[src/rtl/clus_ctrl_pkg.sv]
`default_nettype none
// ============================================================================
//  Module  : clus_ctrl_pkg
//  Purpose : Shared types for the cluster sequencer: the FSM state encoding
//            and a helper that sizes counters from their maximum count.
//  Rev     : 1.0  initial release
// ============================================================================
package clus_ctrl_pkg;

  typedef enum logic [3:0] {
    IDLE    = 4'd0,
    LOAD_W  = 4'd1,
    LOAD_I  = 4'd2,
    SPAD_W  = 4'd3,
    SPAD_I  = 4'd4,
    KICK    = 4'd5,
    COMPUTE = 4'd6,
    DRAIN   = 4'd7,
    READ    = 4'd8
  } state_t;

  // Width of a counter that must be able to hold the value n.
  function automatic int cnt_width(input int n);
    return $clog2(n) + 1;
  endfunction

endpackage
`default_nettype wire

[src/rtl/clus_ctrl_rdbuf.sv]
`default_nettype none
// ============================================================================
//  Module  : clus_ctrl_rdbuf
//  Purpose : Psum readout engine. Issues GLB psum reads and holds each
//            returned word in a single-entry output register with
//            valid/ready. One read is outstanding at most; a new read is
//            issued only when the output register is (or is about to be)
//            empty.
//  Ports   : clk, rst          - clock, synchronous active-high reset
//            i_en              - readout phase active; low clears the count
//            o_read_req/addr   - GLB psum read request and address
//            i_read_data       - GLB psum data, valid 1 cycle after request
//            o_out_valid/data  - output word register
//            i_out_ready       - downstream accept
//            o_last_acc        - accept of the final psum word (combinational)
//  Rev     : 1.0  initial release
// ============================================================================
module clus_ctrl_rdbuf
  import clus_ctrl_pkg::*;
#(
  parameter int DATA_BITWIDTH = 16,
  parameter int ADDR_BITWIDTH = 10,
  parameter int PSUM_CNT      = 100,
  parameter int PSUM_GLB_BASE = 0
) (
  input  logic                     clk,
  input  logic                     rst,
  input  logic                     i_en,
  output logic                     o_read_req,
  output logic [ADDR_BITWIDTH-1:0] o_read_addr,
  input  logic [DATA_BITWIDTH-1:0] i_read_data,
  output logic                     o_out_valid,
  input  logic                     i_out_ready,
  output logic [DATA_BITWIDTH-1:0] o_out_data,
  output logic                     o_last_acc
);

  localparam int c_RCNT_W = cnt_width(PSUM_CNT);

  logic [c_RCNT_W-1:0]      r_rcnt;
  logic                     r_read_req;
  logic                     r_pend;      // GLB data arrives this cycle
  logic [ADDR_BITWIDTH-1:0] r_read_addr;
  logic                     r_out_valid;
  logic [DATA_BITWIDTH-1:0] r_out_data;

  logic                w_acc;
  logic                w_last_acc;
  logic                w_issue;
  logic [c_RCNT_W-1:0] w_rcnt_nxt;

  assign w_acc      = r_out_valid & i_out_ready;
  assign w_last_acc = w_acc && (r_rcnt == c_RCNT_W'(PSUM_CNT - 1));
  assign w_rcnt_nxt = w_acc ? (r_rcnt + c_RCNT_W'(1)) : r_rcnt;

  // The accept of a non-final word frees the register on this edge, so the
  // next read may be issued alongside it. After the final word nothing more
  // is read.
  assign w_issue = i_en && !r_read_req && !r_pend &&
                   (!r_out_valid || (w_acc && !w_last_acc));

  always_ff @(posedge clk) begin
    if (rst) begin
      r_rcnt      <= '0;
      r_read_req  <= 1'b0;
      r_pend      <= 1'b0;
      r_read_addr <= '0;
      r_out_valid <= 1'b0;
      r_out_data  <= '0;
    end else begin
      r_read_req <= w_issue;
      if (w_issue) begin
        r_read_addr <= ADDR_BITWIDTH'(PSUM_GLB_BASE) + ADDR_BITWIDTH'(w_rcnt_nxt);
      end
      r_pend <= r_read_req;
      if (r_pend) begin
        r_out_valid <= 1'b1;
        r_out_data  <= i_read_data;
      end else if (w_acc) begin
        r_out_valid <= 1'b0;
      end
      r_rcnt <= i_en ? w_rcnt_nxt : '0;
    end
  end

  assign o_read_req  = r_read_req;
  assign o_read_addr = r_read_addr;
  assign o_out_valid = r_out_valid;
  assign o_out_data  = r_out_data;
  assign o_last_acc  = w_last_acc;

endmodule
`default_nettype wire

[src/rtl/clus_ctrl.sv]
`default_nettype none
// ============================================================================
//  Module  : clus_ctrl
//  Purpose : Layer-job sequencer for the cluster top. Streams weights then
//            iacts into the GLB, requests spad loads, pulses start, waits for
//            compute done plus a drain delay, then streams final psums out.
//  Ports   : clk, reset                         - clock, sync active-high reset
//            job_start / busy / job_done        - job control
//            in_valid / in_ready / in_data      - input word stream
//            write_en_* / w_addr_* / w_data_*   - GLB weight/iact writes
//            load_spad_ctrl_* / load_done_*     - spad load handshake
//            start / write_psum_ctrl            - PE start, compute done
//            read_req_psum / r_addr_psum / r_data_psum - GLB psum read
//            out_valid / out_ready / out_data   - psum output stream
//            perf_cycles                        - busy-cycle counter
//  Config  : CLUS_CTRL_PERF_EN adds perf_cycles (clears on job accept,
//            counts busy cycles, saturates).
//  Rev     : 1.0  initial release
// ============================================================================
module clus_ctrl
  import clus_ctrl_pkg::*;
#(
  parameter int DATA_BITWIDTH = 16,
  parameter int ADDR_BITWIDTH = 10,
  parameter int kernel_size   = 3,
  parameter int act_size      = 12,
  parameter int PSUM_CNT      = 100,
  parameter int W_GLB_BASE    = 0,
  parameter int A_GLB_BASE    = 0,
  parameter int PSUM_GLB_BASE = 0,
  parameter int DRAIN_CYCLES  = 4
) (
  input  logic                     clk,
  input  logic                     reset,
  input  logic                     job_start,
  output logic                     busy,
  output logic                     job_done,
  input  logic                     in_valid,
  output logic                     in_ready,
  input  logic [DATA_BITWIDTH-1:0] in_data,
  output logic                     write_en_wght,
  output logic [ADDR_BITWIDTH-1:0] w_addr_wght,
  output logic [DATA_BITWIDTH-1:0] w_data_wght,
  output logic                     write_en_iact,
  output logic [ADDR_BITWIDTH-1:0] w_addr_iact,
  output logic [DATA_BITWIDTH-1:0] w_data_iact,
  output logic                     load_spad_ctrl_wght,
  output logic                     load_spad_ctrl_iact,
  input  logic                     load_done_wght,
  input  logic                     load_done_iact,
  output logic                     start,
  input  logic                     write_psum_ctrl,
  output logic                     read_req_psum,
  output logic [ADDR_BITWIDTH-1:0] r_addr_psum,
  input  logic [DATA_BITWIDTH-1:0] r_data_psum,
  output logic                     out_valid,
  input  logic                     out_ready,
  output logic [DATA_BITWIDTH-1:0] out_data
`ifdef CLUS_CTRL_PERF_EN
  ,
  output logic [31:0]              perf_cycles
`endif
);

  localparam int c_W_CNT  = kernel_size * kernel_size;
  localparam int c_A_CNT  = act_size * act_size;
  localparam int c_LCNT_W = cnt_width((c_W_CNT > c_A_CNT) ? c_W_CNT : c_A_CNT);
  localparam int c_DCNT_W = cnt_width(DRAIN_CYCLES + 1);

  state_t              r_state, w_state_nxt;
  logic [c_LCNT_W-1:0] r_cnt, w_cnt_nxt;
  logic [c_DCNT_W-1:0] r_dcnt, w_dcnt_nxt;

  logic                     r_busy, r_job_done, r_in_ready;
  logic                     r_wen_w, r_wen_i;
  logic [ADDR_BITWIDTH-1:0] r_waddr_w, r_waddr_i;
  logic [DATA_BITWIDTH-1:0] r_wdata_w, r_wdata_i;
  logic                     r_ld_w, r_ld_i, r_start;

  logic w_hs;
  logic w_job_acc;
  logic w_last_acc;
  logic w_rd_en;

  // in_ready is only ever high in the two load states, so it doubles as the
  // load-phase qualifier for the handshake.
  assign w_hs      = in_valid & r_in_ready;
  assign w_job_acc = (r_state == IDLE) && job_start;
  assign w_rd_en   = (r_state == READ);

  always_ff @(posedge clk) begin
    if (reset) begin
      r_state <= IDLE;
      r_cnt   <= '0;
      r_dcnt  <= '0;
    end else begin
      r_state <= w_state_nxt;
      r_cnt   <= w_cnt_nxt;
      r_dcnt  <= w_dcnt_nxt;
    end
  end

  always_comb begin
    w_state_nxt = r_state;
    w_cnt_nxt   = r_cnt;
    w_dcnt_nxt  = r_dcnt;
    case (r_state)
      IDLE: begin
        if (job_start) begin
          w_state_nxt = LOAD_W;
          w_cnt_nxt   = '0;
        end
      end
      LOAD_W: begin
        if (w_hs) begin
          if (r_cnt == c_LCNT_W'(c_W_CNT - 1)) begin
            w_state_nxt = LOAD_I;
            w_cnt_nxt   = '0;
          end else begin
            w_cnt_nxt = r_cnt + c_LCNT_W'(1);
          end
        end
      end
      LOAD_I: begin
        if (w_hs) begin
          if (r_cnt == c_LCNT_W'(c_A_CNT - 1)) begin
            w_state_nxt = SPAD_W;
            w_cnt_nxt   = '0;
          end else begin
            w_cnt_nxt = r_cnt + c_LCNT_W'(1);
          end
        end
      end
      SPAD_W:  if (load_done_wght) w_state_nxt = SPAD_I;
      SPAD_I:  if (load_done_iact) w_state_nxt = KICK;
      KICK:    w_state_nxt = COMPUTE;
      COMPUTE: begin
        if (write_psum_ctrl) begin
          w_state_nxt = DRAIN;
          w_dcnt_nxt  = c_DCNT_W'(DRAIN_CYCLES);
        end
      end
      DRAIN: begin
        if (r_dcnt == '0) w_state_nxt = READ;
        else              w_dcnt_nxt  = r_dcnt - c_DCNT_W'(1);
      end
      READ:    if (w_last_acc) w_state_nxt = IDLE;
      default: w_state_nxt = IDLE;
    endcase
  end

  // Level-type outputs are registered from the next state so they line up
  // exactly with the state they belong to.
  always_ff @(posedge clk) begin
    if (reset) begin
      r_busy     <= 1'b0;
      r_job_done <= 1'b0;
      r_in_ready <= 1'b0;
      r_wen_w    <= 1'b0;
      r_waddr_w  <= '0;
      r_wdata_w  <= '0;
      r_wen_i    <= 1'b0;
      r_waddr_i  <= '0;
      r_wdata_i  <= '0;
      r_ld_w     <= 1'b0;
      r_ld_i     <= 1'b0;
      r_start    <= 1'b0;
    end else begin
      r_busy     <= (w_state_nxt != IDLE);
      r_in_ready <= (w_state_nxt == LOAD_W) || (w_state_nxt == LOAD_I);
      r_ld_w     <= (w_state_nxt == SPAD_W);
      r_ld_i     <= (w_state_nxt == SPAD_I);
      r_start    <= (w_state_nxt == KICK);
      r_job_done <= w_last_acc;

      r_wen_w <= (r_state == LOAD_W) && w_hs;
      if ((r_state == LOAD_W) && w_hs) begin
        r_waddr_w <= ADDR_BITWIDTH'(W_GLB_BASE) + ADDR_BITWIDTH'(r_cnt);
        r_wdata_w <= in_data;
      end
      r_wen_i <= (r_state == LOAD_I) && w_hs;
      if ((r_state == LOAD_I) && w_hs) begin
        r_waddr_i <= ADDR_BITWIDTH'(A_GLB_BASE) + ADDR_BITWIDTH'(r_cnt);
        r_wdata_i <= in_data;
      end
    end
  end

  clus_ctrl_rdbuf #(
    .DATA_BITWIDTH (DATA_BITWIDTH),
    .ADDR_BITWIDTH (ADDR_BITWIDTH),
    .PSUM_CNT      (PSUM_CNT),
    .PSUM_GLB_BASE (PSUM_GLB_BASE)
  ) u_rdbuf (
    .clk         (clk),
    .rst         (reset),
    .i_en        (w_rd_en),
    .o_read_req  (read_req_psum),
    .o_read_addr (r_addr_psum),
    .i_read_data (r_data_psum),
    .o_out_valid (out_valid),
    .i_out_ready (out_ready),
    .o_out_data  (out_data),
    .o_last_acc  (w_last_acc)
  );

`ifdef CLUS_CTRL_PERF_EN
  logic [31:0] r_perf;

  always_ff @(posedge clk) begin
    if (reset) begin
      r_perf <= '0;
    end else if (w_job_acc) begin
      r_perf <= '0;
    end else if ((r_state != IDLE) && (r_perf != '1)) begin
      r_perf <= r_perf + 32'd1;
    end
  end

  assign perf_cycles = r_perf;
`else
  logic w_unused_acc;
  assign w_unused_acc = w_job_acc;
`endif

  assign busy                = r_busy;
  assign job_done            = r_job_done;
  assign in_ready            = r_in_ready;
  assign write_en_wght       = r_wen_w;
  assign w_addr_wght         = r_waddr_w;
  assign w_data_wght         = r_wdata_w;
  assign write_en_iact       = r_wen_i;
  assign w_addr_iact         = r_waddr_i;
  assign w_data_iact         = r_wdata_i;
  assign load_spad_ctrl_wght = r_ld_w;
  assign load_spad_ctrl_iact = r_ld_i;
  assign start               = r_start;

endmodule
`default_nettype wire

[config.mk]
export PLATFORM = sky130hd
export DESIGN_NAME = clus_ctrl
export DESIGN_NICKNAME = d
export VERILOG_FILES = /design/src/rtl/clus_ctrl_pkg.sv /design/src/rtl/clus_ctrl_rdbuf.sv /design/src/rtl/clus_ctrl.sv
export SDC_FILE = /design/constraint.sdc
export NUM_CORES = 1
export LEC_CHECK = 0
export BUFFER_PORTS_ARGS = -buffer_cell sky130_fd_sc_hd__buf_2
export CAP_MARGIN = 5
export CORE_ASPECT_RATIO = 0.8
export CORE_MARGIN = 2
export CORE_UTILIZATION = 55
export CTS_CLUSTER_DIAMETER = 150
export DETAILED_ROUTE_END_ITERATION = 12
export PLACE_DENSITY = 0.84
export SKIP_LAST_GASP = 1
export SLEW_MARGIN = 30
export SYNTH_ARGS = -nofsm -noshare
export SYNTH_HDL_FRONTEND = slang
export SYNTH_SLANG_ARGS = --single-unit
[constraint.sdc]
create_clock -name clk -period 3.78 [get_ports clk]
set_input_delay 0.756 -clock clk [delete_from_list [all_inputs] [get_ports clk]]
set_output_delay 0.756 -clock clk [all_outputs]
set_load 0.01 [all_outputs]
======== Word level (Yosys, flattened, before mapping) ========
Cells that the tools add are included.
word-level totals
  output and inout bits ................... 88
  word-level logic and storage cells ...... 93
  bits of input ports ..................... 40
  flip-flop bits (word level) ............. 110
operators by class
  equality and inequality tests ........... 21
  bitwise logic cells ..................... 3
  reduce and logical (&&, ||, !) cells .... 22
  multiplexer cells ....................... 23
  $add $sub $neg .......................... 3
operators with widths
  operator                                                                count
  4-bit two-way mux                                                       12
  9-bit two-way mux                                                       5
  4-bit one-hot mux with 9 select lines                                   1
  9-bit one-hot mux with 3 select lines                                   1
  4-bit by 3-bit equality test with 1-bit output (second input constant)  6
  4-bit by 2-bit equality test with 1-bit output (second input constant)  4
  2-bit != test (second input constant)                                   5
  9-bit by 1-bit adder with 9-bit output (second input constant)          1
  9-bit by 4-bit equality test with 1-bit output (second input constant)  1
  9-bit by 8-bit equality test with 1-bit output (second input constant)  1
  8-bit by 1-bit adder with 8-bit output (second input constant)          1
  4-bit by 1-bit equality test with 1-bit output (second input constant)  2
  8-bit by 7-bit equality test with 1-bit output (second input constant)  1
  4-bit zero test                                                         2
  8-bit two-way mux                                                       1
  4-bit one-hot mux with 2 select lines                                   1
  1-bit logical AND                                                       7
  4-bit equality test (second input constant)                             1
  1-bit zero test                                                         4
  4-bit AND reduction                                                     1
  2-bit nonzero test                                                      2
  4-bit nonzero test                                                      1
  4-bit by 1-bit subtractor with 4-bit output (second input constant)     1
  3-bit AND reduction                                                     1
  6 further kinds                                                         9

======== Longest topological paths before layout ========
Gate-level depths: netlist of run 1.
  depth in word-level cells ............... 6
  depth in mapped cells ................... 7
  mapped depth without buffers ............ 7

======== Hierarchy ========
Synthesis of run 1 repeated with hierarchy kept, for this count alone.
unflattened totals
  cells, all modules ...................... 517
  area total of the unflattened synthesis .. 4,476.8 um2
modules (own cells, without submodules)
  module           cells each  area an instance (um2)  sequential area each (um2)  instances
  clus_ctrl        381         3,080.5                 1,501.4                     1
  clus_ctrl_rdbuf  136         1,396.3                 700.7                       1

======== Worst setup path after synthesis of run 1 ========
Ideal clock, no wire load.
  kind .................................... input to register
  from .................................... input in_valid
  to ...................................... register r_cnt[5]
  setup time .............................. 117 ps
  buffers on the path ..................... 0
  setup slack ............................. 1,680 ps
  data required time ...................... 3,663 ps
  arrival time ............................ 1,982 ps
  stages on the path ...................... 4
  cell sequence ........................... and4b_1 > o31ai_1 > a21oi_1 > a32o_1
on the way
  cells in the longest elaborated chain, start to end .. 3
  elaborated cells on any way between the ends .. 4
  classes of those cells .................. eq/ne: 2; bitwise: 1; reduce/logical: 1
ends and longest elaborated chain
  item                                      RTL line         source
  start: declaration                        clus_ctrl.sv:38  input logic in_valid,
  1-bit AND (*)                             clus_ctrl.sv:87  assign w_hs = in_valid & r_in_ready;
  2-bit != test (no source line)            --
  4-bit AND reduction (no source line) (*)  --
  end signal: assignment                    clus_ctrl.sv:98  r_cnt <= w_cnt_nxt;
  end: declaration                          clus_ctrl.sv:71  logic [c_LCNT_W-1:0] r_cnt, w_cnt_nxt;
Mark *: on every way between the ends. The rest lies on a longest branch, timed or not.
A chain may end at the register's enable or synchronous reset.

======== Worst setup path after layout of run 1 ========
  from .................................... register r_state[0]
  to ...................................... register r_cnt[5]
on the way
  cells in the longest elaborated chain, start to end .. 3
  elaborated cells on any way between the ends .. 9
  classes of those cells .................. eq/ne: 5; mux: 1; reduce/logical: 3
ends and longest elaborated chain
  item                                                                    RTL line          source
  start: declaration                                                      clus_ctrl.sv:70   state_t r_state, w_state_nxt;
  start signal: assignment                                                clus_ctrl.sv:97   r_state <= w_state_nxt;
  4-bit by 2-bit equality test with 1-bit output (tied with other cells)  clus_ctrl.sv:107  case (r_state)
  2-bit != test (no source line) or 3-bit nonzero test (tied branches)    --
  4-bit AND reduction (no source line)                                    --
Parallel ways exist; a longest one is shown, timed or not.

==> flow_summary.yaml, run 1 <==
status:
  status: "finished, final reports clean"
critical_path:
  start_kind: "register"
  cp-end-kind: "register"
  required_ns: 4.04
  crit_type: "register to register"
  crit_chain: "and4b_1 > o31ai_1 > a21oi_1 > a32o_1"
  critPathArrivalTime_ns: 2.57
  critical_path.top_delay_family: "compound AO/OA/AOI/OAI gates"
  critPathBufInv: 0
  max_stage_delay_ns: 0.71
  cp_max_fo: 12
  crit_path_top_delay_cell: "o31ai_1"
finish:
  mostFrequentLayoutCell: "nand2_1"
  ff_latch_area_mm2: 0.00220
  area_growth_pct: 17.6
  multiInputGateArea_mm2: 0.00200
  n_antenna_cell: 0
  nFillCells: 676
  final_cell_mix: "nand2_1 (128), buf_2 (123), dfxtp_1 (110)"
  drive_above_1_share_pct: 25.0
  nets: 671
die:
  num_rows: 29
  chipHeight_um: 84.4
  floorplan.die_area_mm2: 0.00882
  die_x_um: 105
  core_area_mm2: 0.00787
  start_util_pct: 56.5
  pin_count: 128
logic_synthesis:
  postSynthCellCount: 522
  synthFlopType: "dfxtp_1"
  syn-cell-area_mm2: 0.00445
  ys_seq_elements: 110
  synth-edff-count: 0
  ys_seq_area_share_pct: 49.5
  syn_avg_cell_area_um2: 8.52
  synth_cell_types: 55
  ys_warn_count: 0
  async_flop_share_pct: 0
global_routing:
  grt_pass1_vias: 3825
  grt.overflow.total: 0
  grt_pass1_wl_um: 17900
  grtUsageTotal_pct: 24.8
  grt_max_degree: 93
  antenna_found_initial: 0
pwr:
  internal-power_uw: 1600
  netSwitchingFraction_pct: 22.3
  power.density_mw_per_mm2: 393
  combinationalPowerShare_pct: 4.6
  ir_worst_vdd_uv: 277
  p_switching_uw: 459
  total_leakage_power_uw: 0.00218
  power_frac_seq_pct: 57.0
  power_uw: 2050
  pwr-share-clk_pct: 38.4
timing:
  tightest_slew_ns: 0.998
  drv_slew: 0
  min_period_ns: 2.31
  final_hold_viol_count: 0
  rsz0062_at_grt: "no"
  period_share_pct: 61.1
  clock_skew_ns: 0.00980
  fin_setup_tns_ns: 0
  whs_ns: 0.457
  slew_headroom_pct: 33.4
  setup_viol: 0
  max_freq_mhz: 433
cts:
  clk_pin_slew_worst_paths_ns: 0.10
  clock_latency_ns: 0.37
  cts.sinks: 110
  hold_buffers: 0
  cts_resized: 0
  root_buffer: "clkbuf_8"
  htreeDepth: 3
  cts_buffers: 9
  clock_path_buffers: 2
  post-cts-setup-buffers: 0
  tritoncts: "done"
placement:
  gp_congestion: 0.891
  io_buffers: 123
  hpwl_um: 7500
flow_run:
  drv_cap: 0
hold_path:
  hp-class: "register to register"
drt:
  post_drt_wl_per_cell_um: 14.6
  drt-total-wl_um: 10800
  drt_pass1_iterations: 5
  drc_errors: 0
  vias: 3962
  ant_nets: 0
  drt_iter0_drc: 181
  viasPerCell: 5.35
-- state kept, by name (all words and copies together), names as in the netlist, 8 cells and up --
name                 cells
u_rdbuf.o_out_data      16
w_data_wght             16
u_rdbuf.r_rcnt           8
w_addr_iact              9
r_cnt                    9
u_rdbuf.o_read_addr      8
w_addr_wght              9
w_data_iact             16
-- path summary, 6_finish.rpt --
kind,startpoint,end,slack (ns),cells after the start
max,r_state[0],r_cnt[5],1.47,4
max reg2reg,r_state[0],r_cnt[5],1.47,4
min,w_data_wght[6],w_data_wght[6],0.46,2
min reg2reg,w_data_wght[6],w_data_wght[6],0.46,2
-- stage by stage --
| stage | setup slack (ns) | instance area [um^2] | utilization, % | std cells |
|---|---|---|---|---|
| floorplan | 1.68 | 4460 | - | 525 |
| global placement | 1.29 | 5000 | 63.5 | 724 |
| detailed placement | 1.26 | 5000 | 63.5 | 724 |
| CTS | 1.51 | 5230 | 66.4 | 740 |
| global route | 1.29 | 5230 | 66.4 | 740 |
| finish | 1.47 | 5230 | 66.4 | 740 |
-- per-layer routing --
layer	up-vias	GRT usage, %	wire [um]
met5	-	0	0
met4	0	7.00	161
met3	15	6.68	869
met2	158	39.3	4940
met1	1835	33.5	4830
li1	1954	-	-
-- synth_stat cells (all sizes together) (7+ instances only) --
library cell    n  area share [%]
dfxtp         110              50
nor2           48             4.1
inv             8            0.68
nand3          14             1.7
o21a            7             1.2
buf            10             1.4
and2           11             1.6
a21oi          60             6.8
o21ai           7            0.79
mux2i          19             4.3
nand2         128              11
and3            7            0.98
clkbuf         23             2.8
-- area by class of cell --
class                   count  share of cell area, %
clock buffers              10                   2.63
repair buffers            125                   12.1
multi-input cells         373                   38.3
well taps                 108                   2.58
clock inverters             6                   1.75
flip-flops and latches    110                   42.1
inverters                   8                  0.574
-- kinds of logic after synthesis --
logic type	synth area share [%]
and+or+nand+nor	24.9
DFF	49.5
AOI/OAI and AO/OA	12.8
buffers and inverters	5.68
muxes	4.28
xor gates and xnor gates	1.58
adders and majority gates	1.13
other	0.0843
-- power by group through the flow --
stage          registers (uW)  logic, uW  clock network [uW]
6_report                 1170       94.3                 789
5_1_grt                  1170        103                 850
4_1_cts                  1170       93.1                 805
3_5_place_dp             1200       92.7                   0
3_3_place_gp             1200       90.2                   0
2_1_floorplan            1200       56.5                   0
-- worst register-to-register path: cells and delay by family (launching register included) --
| family | cells | cell delay [ns] |
|---|---|---|
| compound gates | 3 | 1.37 |
| flops | 1 | 0.57 |
| simple gates | 1 | 0.26 |
(Power assumes the default switching activity.)
==> inputs of run 2 (changes only) <==
--- a/config.mk
+++ b/config.mk
@@ -9,10 +9,10 @@
 export CAP_MARGIN = 5
 export CORE_ASPECT_RATIO = 0.8
 export CORE_MARGIN = 2
-export CORE_UTILIZATION = 55
+export CORE_UTILIZATION = 47
 export CTS_CLUSTER_DIAMETER = 150
 export DETAILED_ROUTE_END_ITERATION = 12
-export PLACE_DENSITY = 0.84
+export PLACE_DENSITY = 0.76
 export SKIP_LAST_GASP = 1
 export SLEW_MARGIN = 30
 export SYNTH_ARGS = -nofsm -noshare
==> constraint.sdc (replaced) <==
create_clock -name clk -period 2.05 [get_ports clk]
set_input_delay 0.41 -clock clk [delete_from_list [all_inputs] [get_ports clk]]
set_output_delay 0.41 -clock clk [all_outputs]
set_load 0.01 [all_outputs]
==> flow_summary.yaml, run 2 (synthesized netlist as in run 1, its figures left out) <==
status:
  status: "finished, final reports clean"
drt:
  post_drt_wl_per_cell_um: 14.3
  wl_met3_um: 742
  drt_pass1_iterations: 5
  viasPerCell: 5.27
  vias: 4024
  ant_nets: 0
  drc_errors: 0
  met2RoutedLength_um: 4980
  route.top_layer_used: "met4"
  drt-total-wl_um: 10900
  drt_iter0_drc: 126
  wl_met1_um: 5010
global_routing:
  grt_pass1_vias: 3845
  grtUsageTotal_pct: 21.6
  grt_max_degree: 51
  antenna_found_initial: 0
  grt_pass1_wl_um: 18100
  grt.overflow.total: 0
timing:
  drv_slew: 0
  rsz0062_at_grt: "yes"
  setup_viol: 0
  tightest_slew_ns: 0.540
  layout_setup_ws_ns: 0.0854
  period_share_pct: 95.8
  max_freq_mhz: 509
  clock_skew_ns: 0.0138
  min_period_ns: 1.96
  slew_headroom_pct: 63.7
  final_hold_viol_count: 0
cts:
  cts.sinks: 110
  clk_pin_slew_worst_paths_ns: 0.07
  clock_latency_ns: 0.35
  tritoncts: "done"
  clock_path_buffers: 2
  post-cts-setup-buffers: 0
  htreeDepth: 3
  root_buffer: "clkbuf_16"
  cts_buffers: 9
hold_path:
  holdCritStartpoint: "r_data_psum[14]"
  hp-class: "input port to register"
  min_path_cells: 3
  holdPathEnd: "u_rdbuf.o_out_data[14]"
die:
  core_area_mm2: 0.00911
  num_rows: 31
  pin_count: 128
  floorplan.die_area_mm2: 0.0103
  die_x_um: 113
  chipHeight_um: 91
  start_util_pct: 48.8
finish:
  multiInputGateArea_mm2: 0.00202
  nets: 688
  n_antenna_cell: 0
  final_cell_mix: "nand2_1 (128), buf_2 (123), dfxtp_1 (110)"
  drive_above_1_share_pct: 27.1
  nFillCells: 782
  ff_latch_area_mm2: 0.00220
  area_growth_pct: 24.6
  mostFrequentLayoutCell: "nand2_1"
  final_util_pct: 60.8
placement:
  dp_slack_ns: 0.0938
  gp_congestion: 0.870
  hpwl_um: 7650
  io_buffers: 123
critical_path:
  critPathArrivalTime_ns: 2.24
  cp-end-kind: "register"
  critPathBufInv: 1
  max_stage_delay_ns: 0.47
  critical_path.top_delay_family: "compound AO/OA/AOI/OAI gates"
  crit_path_top_delay_cell: "or4bb_4"
  required_ns: 2.32
  crit_chain: "inv_1 > ha_1 > or4bb_4 > o311a_1 > a21oi_2 > o311a_4 > mux2i_1"
  start_kind: "register"
  cp_max_fo: 6
  crit_type: "register to register"
  rr_startpoint: "r_cnt[1]"
  worst_r2r_path_depth: 7
  timing.rr.end: "in_ready"
  ff2ff_setup_slack_ns: 0.09
pwr:
  power.density_mw_per_mm2: 807
  total_leakage_power_uw: 0.00234
  ir_worst_vdd_uv: 694
flow_run:
  drv_cap: 0
run 2: changes by cell type in the layout (fill, tap and decap cells not counted), sizes merged:
| cell | delta |
|---|---|
| clkinv | -1 |
| clkbuf | -1 |
| buf | +17 |
| bufinv | +2 |
run 2: final cells by class:
type,count,share of cell area (%)
flip-flops and latches,110,39.8
multi-input cells,373,36.5
repair buffers,142,13.9
clock buffers,9,4.07
well taps,115,2.60
clock inverters,7,2.58
inverters,8,0.542
run 2: how the worst max path moves through the flow:
stage	start	end	slack, ns	cells past startpoint
floorplan	r_cnt[0]	r_cnt[3]	0.19	7
global placement	r_cnt[1]	r_cnt[5]	0.16	6
detailed placement	r_cnt[1]	r_cnt[5]	0.09	6
CTS	r_dcnt[0]	in_ready	0.08	6
global route	r_cnt[1]	in_ready	-0.002	7
finish	r_cnt[1]	in_ready	0.09	7
run 2: report_power, final:
part | internal [uW] | leakage, uW | switching (uW)
combinational | 79.7 | 0.00127 | 119
sequential | 2150 | 0.000887 | 9.47
clock | 1320 | 0.000180 | 788
total | 3550 | 0.00234 | 916
run 2: timing repair:
item                                    4_1_cts  5_1_grt
gates resized for setup                       0        5
endpoints found under the hold margin         0        0
endpoints found under the setup margin        0       11
hold buffers                                  0        0
run 2: worst register-to-register path: stages (launching register included):
cell and delay, ns:
dfxtp_1 0.36, inv_1 0.07, ha_1 0.13, or4bb_4 0.47, o311a_1 0.32, a21oi_2 0.12, o311a_4 0.25, mux2i_1 0.18
run 2: metal layers:
layer | track usage (%) | vias up
met1 | 28.4 | 1881
met3 | 6.07 | 21
li1 | - | 1991
met4 | 8.43 | 0
met5 | 0 | -
met2 | 33.8 | 131
run 2: per-stage QoR:
step	power (uW)	hold slack [ns]	TNS [ns]	std cells	cell area, um^2
after global routing	4630	0.286	-0.00194	764	5540
after CTS	4500	0.289	0	764	5520
after floorplan	2310	0.445	0	525	4460
after global placement	2390	0.440	0	748	5150
final	4470	0.298	0	764	5540
after detailed placement	2400	0.443	0	748	5150
==> inputs of run 3 (changes only) <==
--- a/config.mk
+++ b/config.mk
@@ -5,6 +5,7 @@
 export SDC_FILE = /design/constraint.sdc
 export NUM_CORES = 1
 export LEC_CHECK = 0
+export ABC_AREA = 1
 export BUFFER_PORTS_ARGS = -buffer_cell sky130_fd_sc_hd__buf_2
 export CAP_MARGIN = 5
 export CORE_ASPECT_RATIO = 0.8
==> flow_summary.yaml, run 3 <==
logic_synthesis:
  synth_top_family_by_area: "simple AND/OR/NAND/NOR gates"
  yosys.area.top_type: "dfxtp_1"
  ys_seq_area_share_pct: 49.6
  synthFlopType: "dfxtp_1"
  synth_top_cell_area_share_pct: 49.6
  synth_compound_area_share_pct: 11.6
  syn_avg_cell_area_um2: 7.58
  synth_xor_xnor_area_share_pct: 1.77
  synth.top_cells.by_area: "dfxtp_1 (50%), nor2_1 (10%), nand2_1 (7.1%), nand3_1 (5.5%), o21ai_0 (5.4%)"
  synthMuxAreaShare_pct: 0.225
  ys_warn_count: 0
  synth_common_cells: "nor2_1 (120), dfxtp_1 (110), nand2_1 (84)"
  synth_adder_area_share_pct: 1.13
  synth-edff-count: 0
  synth_most_common_cell: "nor2_1"
  synth_cell_types: 35
  syn-cell-area_mm2: 0.00444
  async_flop_share_pct: 0
  synth_simple_gate_area_share_pct: 28.0
  ys_seq_elements: 110
  postSynthCellCount: 586
drt:
  drc_errors: 0
  drt_iter0_drc: 315
  route.top_layer_used: "met4"
  wl_met3_um: 931
  ant_nets: 0
  viasPerCell: 5.09
  vias: 4201
  met2RoutedLength_um: 4530
  post_drt_wl_per_cell_um: 13.2
  drt_pass1_iterations: 4
  drt-total-wl_um: 10900
  wl_met1_um: 5320
critical_path:
  crit_path_top_delay_cell: "dfxtp_1"
  ff2ff_setup_slack_ns: 0.31
  cp-end-kind: "register"
  crit_chain: "inv_2 > o21ai_0 > nor2_1 > nand3_2 > clkinv_2 > nand3_1 > nand2_1 > inv_1"
  critPathArrivalTime_ns: 1.97
  critPathBufInv: 3
  crit_type: "register to register"
  required_ns: 2.29
  max_stage_delay_ns: 0.45
  critical_path.top_delay_family: "simple AND/OR/NAND/NOR gates"
  start_kind: "register"
  cp_max_fo: 17
cts:
  clock_path_buffers: 2
  cts.sinks: 110
  root_buffer: "clkbuf_16"
  cts_resized: 0
  clk_pin_slew_worst_paths_ns: 0.07
  tritoncts: "done"
  cts_buffers: 9
  htreeDepth: 3
  hold_buffers: 0
  post-cts-setup-buffers: 0
  clock_latency_ns: 0.34
timing:
  setup_viol: 0
  clock_skew_ns: 0.00934
  min_period_ns: 1.74
  drv_slew: 0
  final_hold_viol_count: 0
  period_share_pct: 84.6
  max_freq_mhz: 576
  layout_setup_ws_ns: 0.315
  whs_ns: 0.303
  rsz0062_at_grt: "no"
  fin_setup_tns_ns: 0
die:
  die_x_um: 113
  floorplan.die_area_mm2: 0.0102
  start_util_pct: 48.7
  num_rows: 31
  chipHeight_um: 91.0
  core_area_mm2: 0.00911
  pin_count: 128
placement:
  hpwl_um: 8080
  dp_slack_ns: 0.309
  dp_cells: 809
  io_buffers: 123
  gp_congestion: 0.928
global_routing:
  grt.overflow.total: 0
  grt_pass1_wl_um: 17900
  grtUsageTotal_pct: 21.1
  grt_max_degree: 28
  grt_pass1_vias: 3822
  antenna_found_initial: 0
finish:
  multiInputGateArea_mm2: 0.00192
  final_cell_mix: "buf_2 (123), nor2_1 (120), dfxtp_1 (110)"
  ff_latch_area_mm2: 0.00220
  n_antenna_cell: 0
  nets: 749
  nFillCells: 813
  mostFrequentLayoutCell: "buf_2"
  drive_above_1_share_pct: 24.5
  area_growth_pct: 22.4
  final_cells: 825
pwr:
  ir_worst_vdd_uv: 489
  total_leakage_power_uw: 0.00259
  power.density_mw_per_mm2: 751
flow_run:
  drv_cap: 0
status:
  status: "finished, final reports clean"
hold_path:
  hp-class: "input port to register"
==> run 3: cell count changes after synthesis, moves of 5 or more <==
cell,change
and2_1,-8
inv_1,+37
nor2_1,+73
nand3_1,+36
clkbuf_1,-8
nand2_1,-44
o21ai_0,+41
o21a_1,-7
inv_2,+5
and3_1,-7
mux2i_1,-18
a21oi_1,-13
==> run 3: layout make-up <==
type,count,area share (%)
Sequential cell,110,40.5
Clock buffer,10,4.21
Clock inverter,6,1.13
Timing Repair Buffer,132,12.6
Tap cell,115,2.65
Multi-Input combinational cell,400,35.3
Inverter,52,3.66
==> run 3: power by group <==
part / total, uW / switching, uW / internal, uW
Clock: 1690 / 748 / 946
Combinational: 227 / 149 / 77.8
Sequential: 2160 / 13.2 / 2150
==> run 3: stage by stage <==
step | power (uW) | cell area (um^2) | utilization, %
after floorplan | 2350 | 4450 | -
after global placement | 2430 | 5150 | 56.5
after detailed placement | 2440 | 5150 | 56.5
after CTS | 4120 | 5440 | 59.7
after global routing | 4230 | 5440 | 59.7
final | 4090 | 5440 | 59.7
==> run 3: worst min-delay path, stage by stage <==
cell	delay, ns
buf_2	0.08
nor2_1	0.03
nor2_1	0.08
==> run 3: kinds of logic after synthesis <==
family          after synthesis
xor+xnor                      9
simple gates                282
fa+ha+maj                     4
other cells                   1
mux                           1
buf+inv                      79
flops                       110
compound gates              100
==> run 3: final timing paths <==
check / startpoint / to / cells past startpoint
worst min register to register: u_rdbuf.o_read_req / u_rdbuf.r_pend / 2
worst max-delay path: u_rdbuf.r_pend / u_rdbuf.o_read_addr[7] / 8
worst max register to register: u_rdbuf.r_pend / u_rdbuf.o_read_addr[7] / 8
worst min-delay path: r_data_psum[1] / u_rdbuf.o_out_data[1] / 3
==> run 3: routing by layer <==
| layer | GRT usage (%) | up-vias |
|---|---|---|
| li1 | - | 2119 |
| met1 | 29.6 | 1898 |
| met2 | 32.2 | 170 |
| met3 | 5.27 | 14 |
| met4 | 5.79 | 0 |
| met5 | 0 | - |
